**src/rtl/urv_uart_pkg.sv**
```systemverilog
// Shared types and register map for the uRV memory-mapped UART transmitter.
package urv_uart_pkg;

    typedef enum logic [1:0] {
        ST_IDLE,
        ST_START,
        ST_DATA,
        ST_STOP
    } tx_state_e;

    localparam int unsigned REG_DATA_OFS   = 0;
    localparam int unsigned REG_STATUS_OFS = 4;

    localparam int unsigned STAT_EMPTY_BIT = 0;
    localparam int unsigned STAT_FULL_BIT  = 1;
    localparam int unsigned STAT_BUSY_BIT  = 2;
    localparam int unsigned STAT_LEVEL_LSB = 4;
    localparam int unsigned STAT_LEVEL_W   = 8;

endpackage

```
**src/rtl/urv_sync_fifo.sv**
```systemverilog
// Single-clock FIFO with show-ahead read data and an occupancy count.
module urv_sync_fifo #(
    parameter int unsigned WIDTH = 8,
    parameter int unsigned DEPTH = 8
) (
    input  logic                     clk_i,
    input  logic                     rst_n_i,
    input  logic                     push,
    input  logic                     pop,
    input  logic [WIDTH-1:0]         wdata,
    output logic [WIDTH-1:0]         rdata,
    output logic                     full,
    output logic                     empty,
    output logic [$clog2(DEPTH):0]   level
);
    localparam int unsigned AW = $clog2(DEPTH);
    localparam int unsigned LW = AW + 1;

    logic [WIDTH-1:0] mem [DEPTH];
    logic [AW-1:0]    wr_ptr_q;
    logic [AW-1:0]    rd_ptr_q;
    logic [LW-1:0]    level_q;
    logic             push_ok_c;
    logic             pop_ok_c;

    assign push_ok_c = push & ~full;
    assign pop_ok_c  = pop & ~empty;

    // Power-of-2 depth lets the pointers wrap naturally.
    always_ff @(posedge clk_i or negedge rst_n_i) begin
        if (!rst_n_i) begin
            wr_ptr_q <= '0;
            rd_ptr_q <= '0;
            level_q  <= '0;
        end else begin
            if (push_ok_c) wr_ptr_q <= wr_ptr_q + AW'(1);
            if (pop_ok_c)  rd_ptr_q <= rd_ptr_q + AW'(1);
            case ({push_ok_c, pop_ok_c})
                2'b10:   level_q <= level_q + LW'(1);
                2'b01:   level_q <= level_q - LW'(1);
                default: level_q <= level_q;
            endcase
        end
    end

    always_ff @(posedge clk_i) begin
        if (push_ok_c) mem[wr_ptr_q] <= wdata;
    end

    assign rdata = mem[rd_ptr_q];
    assign full  = (level_q == LW'(DEPTH));
    assign empty = (level_q == '0);
    assign level = level_q;

endmodule

```
**src/rtl/urv_uart_tx.sv**
```systemverilog
// Memory-mapped 8N1 UART transmitter: DATA/STATUS registers, byte FIFO, serialiser FSM.
module urv_uart_tx
    import urv_uart_pkg::*;
#(
    parameter int unsigned BAUD_DIV   = 16,
    parameter int unsigned FIFO_DEPTH = 8,
    parameter logic [31:0] BASE_ADDR  = 32'h1000_0000
) (
    input  logic        clk_i,
    input  logic        rst_n_i,
    input  logic [31:0] dm_addr_i,
    input  logic [31:0] dm_data_s_i,
    input  logic [3:0]  dm_data_select_i,
    input  logic        dm_store_i,
    input  logic        dm_load_i,
    output logic [31:0] dm_data_l_o,
    output logic        dm_store_done_o,
    output logic        dm_load_done_o,
    output logic        txd_o
);
    localparam int unsigned BAUD_W    = $clog2(BAUD_DIV);
    localparam int unsigned LVL_W     = $clog2(FIFO_DEPTH) + 1;
    localparam logic [31:0] DATA_ADDR = BASE_ADDR + 32'(REG_DATA_OFS);
    localparam logic [31:0] STAT_ADDR = BASE_ADDR + 32'(REG_STATUS_OFS);
    localparam logic [BAUD_W-1:0] BAUD_LAST = BAUD_W'(BAUD_DIV - 1);

    logic             data_hit_c;
    logic             stat_hit_c;
    logic             push_c;
    logic             pop_c;
    logic             ld_req_c;
    logic             fifo_full;
    logic             fifo_empty;
    logic [LVL_W-1:0] fifo_level;
    logic [7:0]       fifo_rdata;
    logic [31:0]      status_c;
    logic             unused_bus_bits;

    tx_state_e        state_q, state_d;
    logic [BAUD_W-1:0] baud_q, baud_d;
    logic [2:0]       bit_q, bit_d;
    logic [7:0]       shift_q, shift_d;
    logic             txd_q, txd_d;
    logic             load_done_q;
    logic [31:0]      data_l_q;

    assign unused_bus_bits = ^{dm_data_s_i[31:8], dm_data_select_i[3:1]};

    assign data_hit_c = (dm_addr_i == DATA_ADDR);
    assign stat_hit_c = (dm_addr_i == STAT_ADDR);

    // Back-pressure only on a real byte push into a full FIFO.
    assign push_c          = dm_store_i & data_hit_c & dm_data_select_i[0] & ~fifo_full;
    assign dm_store_done_o = ~(dm_store_i & data_hit_c & dm_data_select_i[0] & fifo_full);

    urv_sync_fifo #(
        .WIDTH (8),
        .DEPTH (FIFO_DEPTH)
    ) u_fifo (
        .clk_i   (clk_i),
        .rst_n_i (rst_n_i),
        .push    (push_c),
        .pop     (pop_c),
        .wdata   (dm_data_s_i[7:0]),
        .rdata   (fifo_rdata),
        .full    (fifo_full),
        .empty   (fifo_empty),
        .level   (fifo_level)
    );

    always_comb begin
        status_c = '0;
        status_c[STAT_EMPTY_BIT] = fifo_empty;
        status_c[STAT_FULL_BIT]  = fifo_full;
        status_c[STAT_BUSY_BIT]  = (state_q != ST_IDLE);
        status_c[STAT_LEVEL_LSB +: STAT_LEVEL_W] = STAT_LEVEL_W'(fifo_level);
    end

    // One-cycle load response; a held request must drop or see done before repeating.
    assign ld_req_c = dm_load_i & (data_hit_c | stat_hit_c) & ~load_done_q;

    always_ff @(posedge clk_i or negedge rst_n_i) begin
        if (!rst_n_i) begin
            load_done_q <= 1'b0;
            data_l_q    <= '0;
        end else begin
            load_done_q <= ld_req_c;
            data_l_q    <= (ld_req_c && stat_hit_c) ? status_c : '0;
        end
    end

    assign dm_load_done_o = load_done_q;
    assign dm_data_l_o    = data_l_q;

    always_ff @(posedge clk_i or negedge rst_n_i) begin
        if (!rst_n_i) begin
            state_q <= ST_IDLE;
            baud_q  <= '0;
            bit_q   <= '0;
            shift_q <= '0;
            txd_q   <= 1'b1;
        end else begin
            state_q <= state_d;
            baud_q  <= baud_d;
            bit_q   <= bit_d;
            shift_q <= shift_d;
            txd_q   <= txd_d;
        end
    end

    // txd_d is the line level for the state being entered, so txd_o stays registered.
    always_comb begin
        state_d = state_q;
        baud_d  = baud_q + BAUD_W'(1);
        bit_d   = bit_q;
        shift_d = shift_q;
        txd_d   = txd_q;
        pop_c   = 1'b0;
        case (state_q)
            ST_IDLE: begin
                baud_d = '0;
                txd_d  = 1'b1;
                if (!fifo_empty) begin
                    pop_c   = 1'b1;
                    shift_d = fifo_rdata;
                    state_d = ST_START;
                    txd_d   = 1'b0;
                end
            end
            ST_START: begin
                if (baud_q == BAUD_LAST) begin
                    baud_d  = '0;
                    bit_d   = '0;
                    state_d = ST_DATA;
                    txd_d   = shift_q[0];
                end
            end
            ST_DATA: begin
                if (baud_q == BAUD_LAST) begin
                    baud_d = '0;
                    bit_d  = bit_q + 3'd1;
                    if (bit_q == 3'd7) begin
                        state_d = ST_STOP;
                        txd_d   = 1'b1;
                    end else begin
                        shift_d = shift_q >> 1;
                        txd_d   = shift_q[1];
                    end
                end
            end
            ST_STOP: begin
                if (baud_q == BAUD_LAST) begin
                    baud_d = '0;
                    if (!fifo_empty) begin
                        pop_c   = 1'b1;
                        shift_d = fifo_rdata;
                        state_d = ST_START;
                        txd_d   = 1'b0;
                    end else begin
                        state_d = ST_IDLE;
                        txd_d   = 1'b1;
                    end
                end
            end
            default: begin
                state_d = ST_IDLE;
                txd_d   = 1'b1;
            end
        endcase
    end

    assign txd_o = txd_q;

endmodule

```
**config.mk**
```make
export PLATFORM = sky130hd
export DESIGN_NAME = urv_uart_tx
export DESIGN_NICKNAME = d
export VERILOG_FILES = /design/src/rtl/urv_uart_pkg.sv /design/src/rtl/urv_sync_fifo.sv /design/src/rtl/urv_uart_tx.sv
export SDC_FILE = /design/constraint.sdc
export NUM_CORES = 1
export LEC_CHECK = 0
export ABC_AREA = 1
export ABC_CLOCK_PERIOD_IN_PS = 2200
export BUFFER_PORTS_ARGS = -buffer_cell sky130_fd_sc_hd__buf_2
export CAP_MARGIN = 15
export CORE_MARGIN = 5
export CORE_UTILIZATION = 49
export CTS_CLUSTER_SIZE = 16
export DETAILED_ROUTE_END_ITERATION = 8
export GPL_TIMING_DRIVEN = 0
export PLACE_DENSITY = 0.76
export SLEW_MARGIN = 20
export SYNTH_ARGS = -nofsm -noshare
export SYNTH_HDL_FRONTEND = slang
export SYNTH_SLANG_ARGS = --single-unit
```
**constraint.sdc**
```tcl
create_clock -name clk_i -period 2.2 [get_ports clk_i]
set_input_delay 0.11 -clock clk_i [delete_from_list [all_inputs] [get_ports clk_i]]
set_output_delay 0.11 -clock clk_i [all_outputs]
set_load 0.02 [all_outputs]
```
==> key figures <==
Critical path
  – Crit-path slowest cell: dfrtp_1
  – R2R cell count: 13
  – WP data required: 2490 ps
  – Family with the most delay on the worst path: simple AND/OR/NAND/NOR gates
  – WP buf/inv: 1
  – Crit path max fanout: 4
  – CP Class: register to register
  – Crit path cell chain: ha_2, nand2_4, nor2_4, nand3_2, nand2_2, nand2_2, inv_2, ha_4, xor2_2, ha_2, a21oi_2, or2_4, a31oi_1
  – Critical Path End Type: register
  – Critical R2R Launch: baud_q[0]
  – RR Endpoint: u_fifo.level[2]
  – Max incr delay on CP: 370 ps
  – R2R setup slack: -5 ps
  – CP Launch Type: register
  – CP arrival: 2490 ps

Clock network
  – H-tree level count: 3
  – Clock slew at reported path FFs: 110 ps
  – Root Buffer: clkbuf_8
  – CTS buffer count: 9
  – Deepest clock path buffer count: 2
  – CTS tree: yes
  – Num Clock Sinks: 100
  – Clock latency of the later-clocked register in the worst-skew pair: 380 ps

Min path
  – Hold path start: dm_data_s_i[0]
  – Hold WC Path Type: input port to register
  – WHS Path Cells: 1
  – Hold EP: u_fifo.mem[2][0]

Logic synthesis
  – Synth warnings: 0
  – Top-count cell post-synth: nand2_1
  – Post-Synth XOR/XNOR Area: 0.0110
  – Post-synth EDFFs: 64
  – Commonest cells in the netlist: nand2_1, edfxtp_1, nor2_1, nand3_1, dfrtp_1
  – Largest area contributor in the netlist: edfxtp_1
  – Synth Area in Compound Gates: 0.0487
  – Top_reg_cell synth: edfxtp_1
  – Netlist cell types: 38
  – Mux contribution to synthesized area: 0
  – Adder-Cell Fraction of Synth Area: 0.0366
  – Post-Syn Area: 4780 µm²
  – Fraction of registers with async set/reset: 0.360
  – Sequential area share after synthesis: 0.590
  – Synth Area in Simple Gates: 0.233
  – Average size of a mapped cell: 10.1 µm²
  – #FFs+latches synth: 100
  – Top cells by area, synth: edfxtp_1, dfrtp_1, nand2_1, nand3_1, buf_4
  – Mapped Cells: 475
  – Largest family of logic cells by synthesized area: simple AND/OR/NAND/NOR gates
  – Share of the synthesized area in the top cell type: 0.402

Global routing
  – First-pass GRT wire length: 16.4 mm
  – Largest net degree at the start of global routing: 37
  – Vias in the first global route: 3505
  – Grt ovf: 0
  – GRT Overall Usage: 0.181
  – Initial antenna violation count: 0

Power and ir drop
  – Switch Pwr: 0.000755 W
  – Part of the power in registers: 0.594
  – Logic gate share of total power: 0.047
  – Switching fraction of total power: 0.224
  – P_int: 0.00261 W
  – Cell Pwr Density: 584 nW/µm²
  – Leakage power: 2.57 nW
  – Worst vdd rail ir drop: 0.299 mV
  – Clk pwr share: 0.359

Routing
  – Drt wl/cell: 14.3 µm
  – Detailed Route Iter0 Violations: 307
  – Drt first pass iters: 5
  – Routed Antenna Nets: 0
  – Wire length on met3: 795 µm
  – Routed vias: 3618
  – Post-Route WL: 10.3 mm
  – Top Metal Used: met4
  – Met1 wire length: 3.97 mm
  – DRC: 0
  – Met2 WL: 5.25 mm
  – Vias per std cell: 5.03

Placed design
  – DP Area: 5330 µm²
  – Buffers added on ports: 54
  – DP HPWL: 7.02 mm
  – Setup Slack @ Placement: -331 ps
  – GP Congestion: 0.811

STA
  – Least-Margin Pin Slew: 958 ps
  – RSZ-0062 raised after global routing: yes
  – Post-layout min period: 2200 ps
  – Final Hold Fails: 0
  – Final setup viols: 1
  – Skew final: 15.5 ps
  – Setup WS post-layout: -4.55 ps
  – Worst relative slew slack: 0.359
  – Final slew viol count: 0
  – FMAX: 0.454 GHz
  – Period utilization: 1.00

Status
  – Status: finished, violations left
  – Failing checks: negative setup slack

Finish
  – Area Overhead vs Synth: 20.6%
  – Layout cells sized above 1: 0.283
  – Final Cell Area: 5770 µm²
  – Nets: 668
  – Antenna diode count: 0

Floorplan
  – Core ar.: 9640 µm²
  – Starting Density: 0.496
  – Row cnt: 36
  – Io pins: 107
  – Die width: 109 µm
  – Die Ht: 109 µm
  – Die area: 11800 µm²

Job
  – Max Cap Viol: 0
==> state kept, by name (all words and copies together), names as in the netlist <==
register         cells
shift_q              8
txd_o                1
dm_load_done_o       1
u_fifo.wr_ptr_q      3
u_fifo.mem          64
state_q              2
baud_q               4
u_fifo.rd_ptr_q      3
u_fifo.level         4
dm_data_l_o          7
bit_q                3
==> logic make-up (layout without fill, tap and decap cells) <==
logic type,after synthesis,after routing
simple gates,247,247
flops,100,100
buf+inv,68,156
compound gates,39,39
fa+ha+maj,14,14
xor+xnor,6,6
other cells,1,25
==> layout by cell type (no fill, tap or decap), types with 4 or more instances in the layout <==
cell / count
nand2_1: 110
edfxtp_1: 64
buf_2: 62
nor2_1: 56
nand3_1: 54
buf_4: 43
dfrtp_1: 32
conb_1: 25
o21ai_0: 20
inv_1: 19
ha_1: 10
inv_2: 9
clkbuf_8: 9
nand2_2: 8
o211ai_1: 6
dlygate4sd3_1: 5
nor2_4: 4
xor2_1: 4
==> metal layers <==
layer,vias to the layer above,track usage
li1,1756,-
met1,1670,0.218
met2,172,0.318
met3,20,0.0278
met4,0,0.0902
met5,-,0
==> area by class of cell <==
| cell class | count | area (µm²) |
|---|---|---|
| Clock buffer | 9 | 124 |
| Inverter | 30 | 115 |
| Tap cell | 133 | 166 |
| Clock inverter | 7 | 81.3 |
| Buffer | 38 | 265 |
| Timing Repair Buffer | 72 | 418 |
| Multi-Input combinational cell | 331 | 1770 |
| Fill cell | 793 | 3870 |
| Sequential cell | 100 | 2830 |
==> worst max path at each step <==
stage                    startpoint  slack [ps]  cells past startpoint              end
global placement         state_q[1]        -210                     11  u_fifo.level[2]
floorplan                state_q[1]         0.3                     11  u_fifo.level[2]
CTS                 u_fifo.level[1]         -10                     12  u_fifo.level[3]
global route              baud_q[0]        -150                     13  u_fifo.level[2]
detailed placement       state_q[1]        -330                     11  u_fifo.level[2]
finish                    baud_q[0]          -5                     13  u_fifo.level[2]
==> per-stage QoR <==
| step | utilization | cells | TNS [ps] | hold slack (ps) | total power, W |
|---|---|---|---|---|---|
| after floorplan | - | 499 | 0 | -186 | 0.00213 |
| final | 0.598 | 720 | -4.55 | 8.04 | 0.00337 |
| after global placement | 0.552 | 686 | -225 | 232 | 0.00219 |
| after global routing | 0.598 | 720 | -775 | 3.29 | 0.00348 |
| after detailed placement | 0.552 | 686 | -478 | 251 | 0.00219 |
| after CTS | 0.585 | 710 | -14.5 | 0.602 | 0.00338 |
==> power groups by stage <==
stage	clock, W	combinational [W]	sequential (W)
after floorplan	0	0.0000844	0.00204
after global placement	0	0.000146	0.00204
after detailed placement	0	0.000150	0.00204
after CTS	0.00122	0.000157	0.00200
after global routing	0.00131	0.000176	0.00200
final	0.00121	0.000158	0.00200
==> timing repair <==
item,CTS,global route
hold buffers,5,0
setup endpoints to repair,3,18
pin swaps,0,11
endpoints found under the hold margin,67,0
buffers inserted,3,10
resized for setup,10,14
(Power assumes the default switching activity.)
